$ cat src/rtl/div_32_seq_pkg.sv
// rtl/div_32_seq_pkg.sv - shared ALU divider constants and state encoding
package div_32_seq_pkg;
  localparam int DIV_WIDTH = 32;
  localparam int DIV_CNT_W = 6;

  typedef enum logic [1:0] {
    IDLE,
    ITER,
    FIX,
    DONE
  } div_state_t;

  localparam logic [DIV_WIDTH-1:0] DIV_ZERO_QUOTIENT = '1;
endpackage

$ cat src/rtl/div_32_seq_if.sv
// rtl/div_32_seq_if.sv - start/busy/done handshake and operand/result bus for the divider
interface div_32_seq_if
  import div_32_seq_pkg::*;
#(
  parameter int WIDTH = DIV_WIDTH
);
  logic             start;
  logic [WIDTH-1:0] dividend;
  logic [WIDTH-1:0] divisor;
  logic             busy;
  logic             done;
  logic [WIDTH-1:0] quotient;
  logic [WIDTH-1:0] remainder;
  logic             div_by_zero;

  modport master (
    output start, dividend, divisor,
    input  busy, done, quotient, remainder, div_by_zero
  );

  modport slave (
    input  start, dividend, divisor,
    output busy, done, quotient, remainder, div_by_zero
  );
endinterface

$ cat src/rtl/div_addsub_33.sv
// rtl/div_addsub_33.sv - partial-remainder add/subtract, direction chosen by the sign of A
module div_addsub_33
  import div_32_seq_pkg::*;
#(
  parameter int W = DIV_WIDTH + 1
) (
  input  logic [W-1:0] a,
  input  logic [W-1:0] m,
  input  logic         a_neg,
  output logic [W-1:0] sum
);
  logic [W-1:0] m_op;
  logic         cin;

  // Non-negative A subtracts: add the inverted operand with carry-in 1.
  assign m_op = a_neg ? m : ~m;
  assign cin  = ~a_neg;
  assign sum  = a + m_op + {{(W-1){1'b0}}, cin};
endmodule

$ cat src/rtl/div_32_seq.sv
// rtl/div_32_seq.sv - sequential signed non-restoring divider, quotient to LO and remainder to HI
module div_32_seq
  import div_32_seq_pkg::*;
#(
  parameter int WIDTH = DIV_WIDTH,
  parameter int CNT_W = DIV_CNT_W
) (
  input  logic            clock,
  input  logic            clear,
  div_32_seq_if.slave     bus
);
  div_state_t       state;
  logic [WIDTH:0]   a_reg;
  logic [WIDTH-1:0] q_reg;
  logic [WIDTH-1:0] m_reg;
  logic             neg_q;
  logic             neg_r;
  logic [CNT_W-1:0] cnt;

  logic             busy_r;
  logic             done_r;
  logic [WIDTH-1:0] quot_r;
  logic [WIDTH-1:0] rem_r;
  logic             dbz_r;

  logic [WIDTH:0]   a_shift;
  logic [WIDTH:0]   op_a;
  logic             op_neg;
  logic [WIDTH:0]   sum;
  logic [WIDTH:0]   a_fix;
  logic [WIDTH-1:0] r_mag;
  logic [WIDTH-1:0] dvd_mag;
  logic [WIDTH-1:0] dvs_mag;

  assign a_shift = {a_reg[WIDTH-1:0], q_reg[WIDTH-1]};

  // FIX reuses the same adder: forcing the "negative" select makes it A + M.
  assign op_a    = (state == FIX) ? a_reg : a_shift;
  assign op_neg  = (state == FIX) ? 1'b1 : a_reg[WIDTH];

  div_addsub_33 #(.W(WIDTH + 1)) u_addsub (
    .a     (op_a),
    .m     ({1'b0, m_reg}),
    .a_neg (op_neg),
    .sum   (sum)
  );

  assign a_fix   = a_reg[WIDTH] ? sum : a_reg;
  assign r_mag   = a_fix[WIDTH-1:0];
  assign dvd_mag = bus.dividend[WIDTH-1] ? -bus.dividend : bus.dividend;
  assign dvs_mag = bus.divisor[WIDTH-1]  ? -bus.divisor  : bus.divisor;

  always_ff @(posedge clock) begin
    if (clear) begin
      state  <= IDLE;
      a_reg  <= '0;
      q_reg  <= '0;
      m_reg  <= '0;
      neg_q  <= 1'b0;
      neg_r  <= 1'b0;
      cnt    <= '0;
      busy_r <= 1'b0;
      done_r <= 1'b0;
      quot_r <= '0;
      rem_r  <= '0;
      dbz_r  <= 1'b0;
    end else begin
      case (state)
        IDLE: begin
          if (bus.start) begin
            if (bus.divisor == '0) begin
              quot_r <= DIV_ZERO_QUOTIENT;
              rem_r  <= bus.dividend;
              dbz_r  <= 1'b1;
              done_r <= 1'b1;
              state  <= DONE;
            end else begin
              q_reg  <= dvd_mag;
              m_reg  <= dvs_mag;
              neg_q  <= bus.dividend[WIDTH-1] ^ bus.divisor[WIDTH-1];
              neg_r  <= bus.dividend[WIDTH-1];
              a_reg  <= '0;
              cnt    <= CNT_W'(WIDTH);
              dbz_r  <= 1'b0;
              busy_r <= 1'b1;
              state  <= ITER;
            end
          end
        end
        ITER: begin
          a_reg <= sum;
          q_reg <= {q_reg[WIDTH-2:0], ~sum[WIDTH]};
          cnt   <= cnt - CNT_W'(1);
          if (cnt == CNT_W'(1)) begin
            state <= FIX;
          end
        end
        FIX: begin
          a_reg  <= a_fix;
          quot_r <= neg_q ? -q_reg : q_reg;
          rem_r  <= neg_r ? -r_mag : r_mag;
          busy_r <= 1'b0;
          done_r <= 1'b1;
          state  <= DONE;
        end
        DONE: begin
          done_r <= 1'b0;
          state  <= IDLE;
        end
        default: state <= IDLE;
      endcase
    end
  end

  assign bus.busy        = busy_r;
  assign bus.done        = done_r;
  assign bus.quotient    = quot_r;
  assign bus.remainder   = rem_r;
  assign bus.div_by_zero = dbz_r;
endmodule

$ cat src/flat_wrapper.sv
// flat-port wrapper written by rule: the top's interface ports become plain ports
module div_32_seq_flat import div_32_seq_pkg::*;
#(
  parameter int WIDTH = DIV_WIDTH,
  parameter int CNT_W = DIV_CNT_W
)
  (clock, clear, bus_start, bus_dividend, bus_divisor, bus_busy, bus_done, bus_quotient, bus_remainder, bus_div_by_zero);
  div_32_seq_if #(.WIDTH(WIDTH)) bus_i ();
  input  logic clock;
  input  logic clear;
  input wire logic [$bits(bus_i.start)-1:0] bus_start;
  input wire logic [$bits(bus_i.dividend)-1:0] bus_dividend;
  input wire logic [$bits(bus_i.divisor)-1:0] bus_divisor;
  output wire logic [$bits(bus_i.busy)-1:0] bus_busy;
  output wire logic [$bits(bus_i.done)-1:0] bus_done;
  output wire logic [$bits(bus_i.quotient)-1:0] bus_quotient;
  output wire logic [$bits(bus_i.remainder)-1:0] bus_remainder;
  output wire logic [$bits(bus_i.div_by_zero)-1:0] bus_div_by_zero;
  assign bus_i.start = bus_start;
  assign bus_i.dividend = bus_dividend;
  assign bus_i.divisor = bus_divisor;
  assign bus_busy = bus_i.busy;
  assign bus_done = bus_i.done;
  assign bus_quotient = bus_i.quotient;
  assign bus_remainder = bus_i.remainder;
  assign bus_div_by_zero = bus_i.div_by_zero;
  div_32_seq #(.WIDTH(WIDTH), .CNT_W(CNT_W)) u_core (.clock(clock), .clear(clear), .bus(bus_i));
endmodule
$ cat config.mk
export PLATFORM = sky130hd
export DESIGN_NAME = div_32_seq_flat
export DESIGN_NICKNAME = d
export VERILOG_FILES = /design/src/rtl/div_32_seq_pkg.sv /design/src/rtl/div_32_seq_if.sv /design/src/rtl/div_addsub_33.sv /design/src/rtl/div_32_seq.sv /design/src/flat_wrapper.sv
export SDC_FILE = /design/constraint.sdc
export NUM_CORES = 1
export LEC_CHECK = 0
export ABC_AREA = 1
export CORE_MARGIN = 2
export CORE_UTILIZATION = 40
export DETAILED_ROUTE_END_ITERATION = 8
export GPL_ROUTABILITY_DRIVEN = 0
export PLACE_DENSITY = 0.7
export SYNTH_ARGS = -nofsm -noshare
export SYNTH_HDL_FRONTEND = slang
export SYNTH_SLANG_ARGS = --single-unit
$ cat constraint.sdc
create_clock -name clock -period 7.3 [get_ports clock]
set_clock_uncertainty 0.15 [all_clocks]
set_input_delay 1.46 -clock clock [delete_from_list [all_inputs] [get_ports clock]]
set_output_delay 1.46 -clock clock [all_outputs]
set_load 0.02 [all_outputs]
==> flow_summary.ini <==
[run_status]
status = finished, final reports clean

[timing]
period_minus_slack_ns = 5.14
slew_headroom_pct = 16.9
finalHoldViolCount = 0
rsz0062_at_grt = false
finalSetupTns_ns = 0
worst_slew_pin_slew_ns = 1.24
finalCritPeriodShare_pct = 70.4
max_freq_ghz = 0.195
setup_viol = 0
finalMaxSlewViolations = 0
layout_setup_ws_ns = 2.16

[worst_setup_path]
worstSetupPathType = reg -> reg
path_buf_inv = 4
cpPeakStageDelay_ns = 0.77
critPathRequiredTime_ns = 7.50
crit_path_top_delay_cell = nor2_4
worstPathArrival_ns = 5.34
crit_top_cell = nand2_1
cp_top_family = simple AND/OR/NAND/NOR gates
endpoint_kind = flop
worstSetupStartpointType = flop
cp_cell_sequence = inv_1 -> ha_2 -> buf_4 -> nor2_4 -> xor2_1 -> ha_1 -> nand2_1 -> inv_1 -> nand3_1 -> nand2_1 -> nand2_1 -> nand3_1 -> and2_2 -> nand3_1 -> nor2_1 -> nand2_1 -> nor2_1 -> nand2_1 -> nand2_2 -> nand3_1 -> nand2_1 -> nand3_1 -> nand2_1 -> inv_1
worstPathMaxFanout = 37

[floorplan]
die_y_um = 189
die_area_um2 = 35700
die_w_um = 189
core_um2 = 33600
num_io_pins = 134
initial_utilization_pct = 40.7
num_rows = 67

[clocking]
cts_buffers = 17
clk_pin_slew_ns = 0.07
cts.path.max_buffers = 2
root_buffer = clkbuf_16
cts_tree = done
clk_latency_ns = 0.45
postCtsSetupRepairBufs = 0
htree_levels = 4
cts_hold_buf = 0
cts.sinks = 174
cts_resized = 0

[global_routing]
grt_pass1_vias = 14400
grt_pass1_wl_mm = 76.2
grt_overflow_total = 0
track_usage_pct = 26.6
antenna_found_initial = 0
grt_max_degree = 113

[pwr]
power.total_mw = 8.05
switching_power_mw = 4.58
p_seq_share_pct = 19.9
p_clk_share_pct = 11.7
power.leakage_nw = 7.32
power.internal_mw = 3.47
cellPowerDensity_nw_per_um2 = 507
swShare_pct = 56.9
ir_drop_v = 0.000214
power_frac_comb_pct = 68.4

[drt]
via_per_inst = 5.57
drt_iter0_drc = 1551
vias = 15700
dr.pass1.iters = 8
antenna_left = 0
drc_errors = 0
wl_per_cell_um = 17.0
drt_wl_total_mm = 48.1

[synthesis]
ys_types = 49
ys_warn_count = 0
synth-seq-cells = 174
synth.net_count = 2414
netlist_instances = 2303
netlist_area_um2 = 13700
ys_seq_area_share_pct = 25.5
ys.flop_type = dfxtp_1
async_flop_share_pct = 0
syn_area_per_cell_um2 = 5.94
synth_edf_count = 0

[placement]
preCtsSetupSlack_ns = 2.23
port_buffers = 133
dp_hpwl_mm = 36.1

[layout]
multi_input_area_um2 = 8740
fin_nets = 2478
final_util_pct = 47.3
fillers = 3436
seq_area_um2 = 3480
n_antenna_cell = 0
area_delta_synth_final_pct = 16.1
largest_reg_flops = 33
drive_gt1_share_pct = 4.62

[min_path]
hp-class = reg -> reg

[run]
max_cap_viol_count = 0
## Yosys cell counts, types with 4 or more instances
cell | n | area (µm²)
buf_2 | 10 | 50.1
nand2_2 | 4 | 25.0
xor2_1 | 81 | 709
nor3_2 | 6 | 60.1
ha_1 | 43 | 538
or2_2 | 7 | 43.8
nor2_1 | 227 | 852
xnor2_1 | 16 | 140
o21ai_0 | 232 | 1160
o211ai_1 | 20 | 150
nor2_2 | 7 | 43.8
a31oi_1 | 28 | 175
nand3b_1 | 8 | 60.1
a21oi_1 | 187 | 936
nand4_1 | 26 | 163
nor3_1 | 25 | 125
o22ai_1 | 5 | 31.3
nor4_1 | 7 | 43.8
clkbuf_1 | 77 | 289
buf_1 | 15 | 56.3
nand2_1 | 593 | 2230
a211oi_1 | 5 | 37.5
dfxtp_1 | 174 | 3480
o21ai_1 | 14 | 70.1
inv_1 | 266 | 998
inv_2 | 14 | 52.6
clkinv_1 | 4 | 15.0
nand3_1 | 165 | 826
o31ai_1 | 4 | 30.0
o21ai_2 | 6 | 52.6
## logic make-up after synthesis
logic type / after synthesis / share of synthesized area (%)
compound gates: 511 / 19.9
xor+xnor: 97 / 6.21
fa+ha+maj: 44 / 4.08
buf+inv: 389 / 10.9
flops: 174 / 25.5
simple gates: 1088 / 33.5
## power groups by stage
stage	Combinational (mW)	Clock (mW)	Sequential (mW)
final	5.51	0.946	1.60
after global routing	6.09	0.990	1.64
after CTS	5.38	0.957	1.59
after detailed placement	5.34	0	1.61
after global placement	5.27	0	1.60
after floorplan	3.69	0	1.68
## through the flow
step,cells,instance area [µm²],hold slack [ns]
6_report,2828,15900,0.320
2_1_floorplan,2303,13700,0.295
3_5_place_dp,2796,15300,0.309
4_1_cts,2828,15900,0.321
3_3_place_gp,2796,15300,0.304
5_1_grt,2828,15900,0.339
## path summary, 6_finish.rpt
path	startpoint	slack, ns	end	cells past startpoint
hold reg to reg	u_core.a_reg[17]	0.32	u_core.a_reg[17]	2
setup / recovery	u_core.state[0]	2.16	u_core.bus.remainder[26]	24
hold / removal	u_core.a_reg[17]	0.32	u_core.a_reg[17]	2
setup reg to reg	u_core.state[0]	2.16	u_core.bus.remainder[26]	24
## metal layers
| metal | routed length [µm] | global-route usage [%] |
|---|---|---|
| met1 | 20900 | 36.0 |
| met2 | 21000 | 41.9 |
| met3 | 4460 | 4.06 |
| met4 | 1740 | 11.6 |
| met5 | 0 | 0 |
## final cells by class
type,count,area share [%]
Clock buffer,18,2.76
Clock inverter,14,0.890
Timing Repair Buffer,150,9.15
Multi-Input combinational cell,1740,55.0
Inverter,284,6.71
Sequential cell,174,21.9
Tap cell,448,3.53
## layout by cell type, fill, tap and decap left out, types with 3 or more instances in the layout
cell type        count
ha_1                41
nor3_2               6
nand3b_1             8
inv_2               17
xor2_1              81
clkbuf_16           17
nor2_4               3
o31ai_1              4
buf_4               17
o22ai_1              5
or2_2                7
o21ai_2              6
dfxtp_1            173
o211ai_1            20
nand2_2              4
nor2_1             225
a211oi_1             5
clkdlybuf4s50_1    132
inv_8                3
a31oi_1             28
inv_6                5
clkinvlp_4           3
nand4_1             26
nand3_1            165
clkinv_1             4
nor2_2               8
nor4_1               7
a21oi_1            186
o21ai_0            232
inv_1              263
o21ai_1             13
nand2_1            593
nor3_1              25
xnor2_1             16
## worst reg2reg max path, cell delays in order, from the launching register on
cell and delay (ns):
dfxtp_1 0.42, inv_1 0.11, ha_2 0.20, buf_4 0.26, nor2_4 0.77, xor2_1 0.34, ha_1 0.49, nand2_1 0.11
inv_1 0.06, nand3_1 0.11, nand2_1 0.21, nand2_1 0.10, nand3_1 0.11, and2_2 0.21, nand3_1 0.16, nor2_1 0.25
nand2_1 0.11, nor2_1 0.18, nand2_1 0.13, nand2_2 0.21, nand3_1 0.11, nand2_1 0.08, nand3_1 0.07, nand2_1 0.06
inv_1 0.03
No activity file was read; power rests on OpenSTA's default activity.
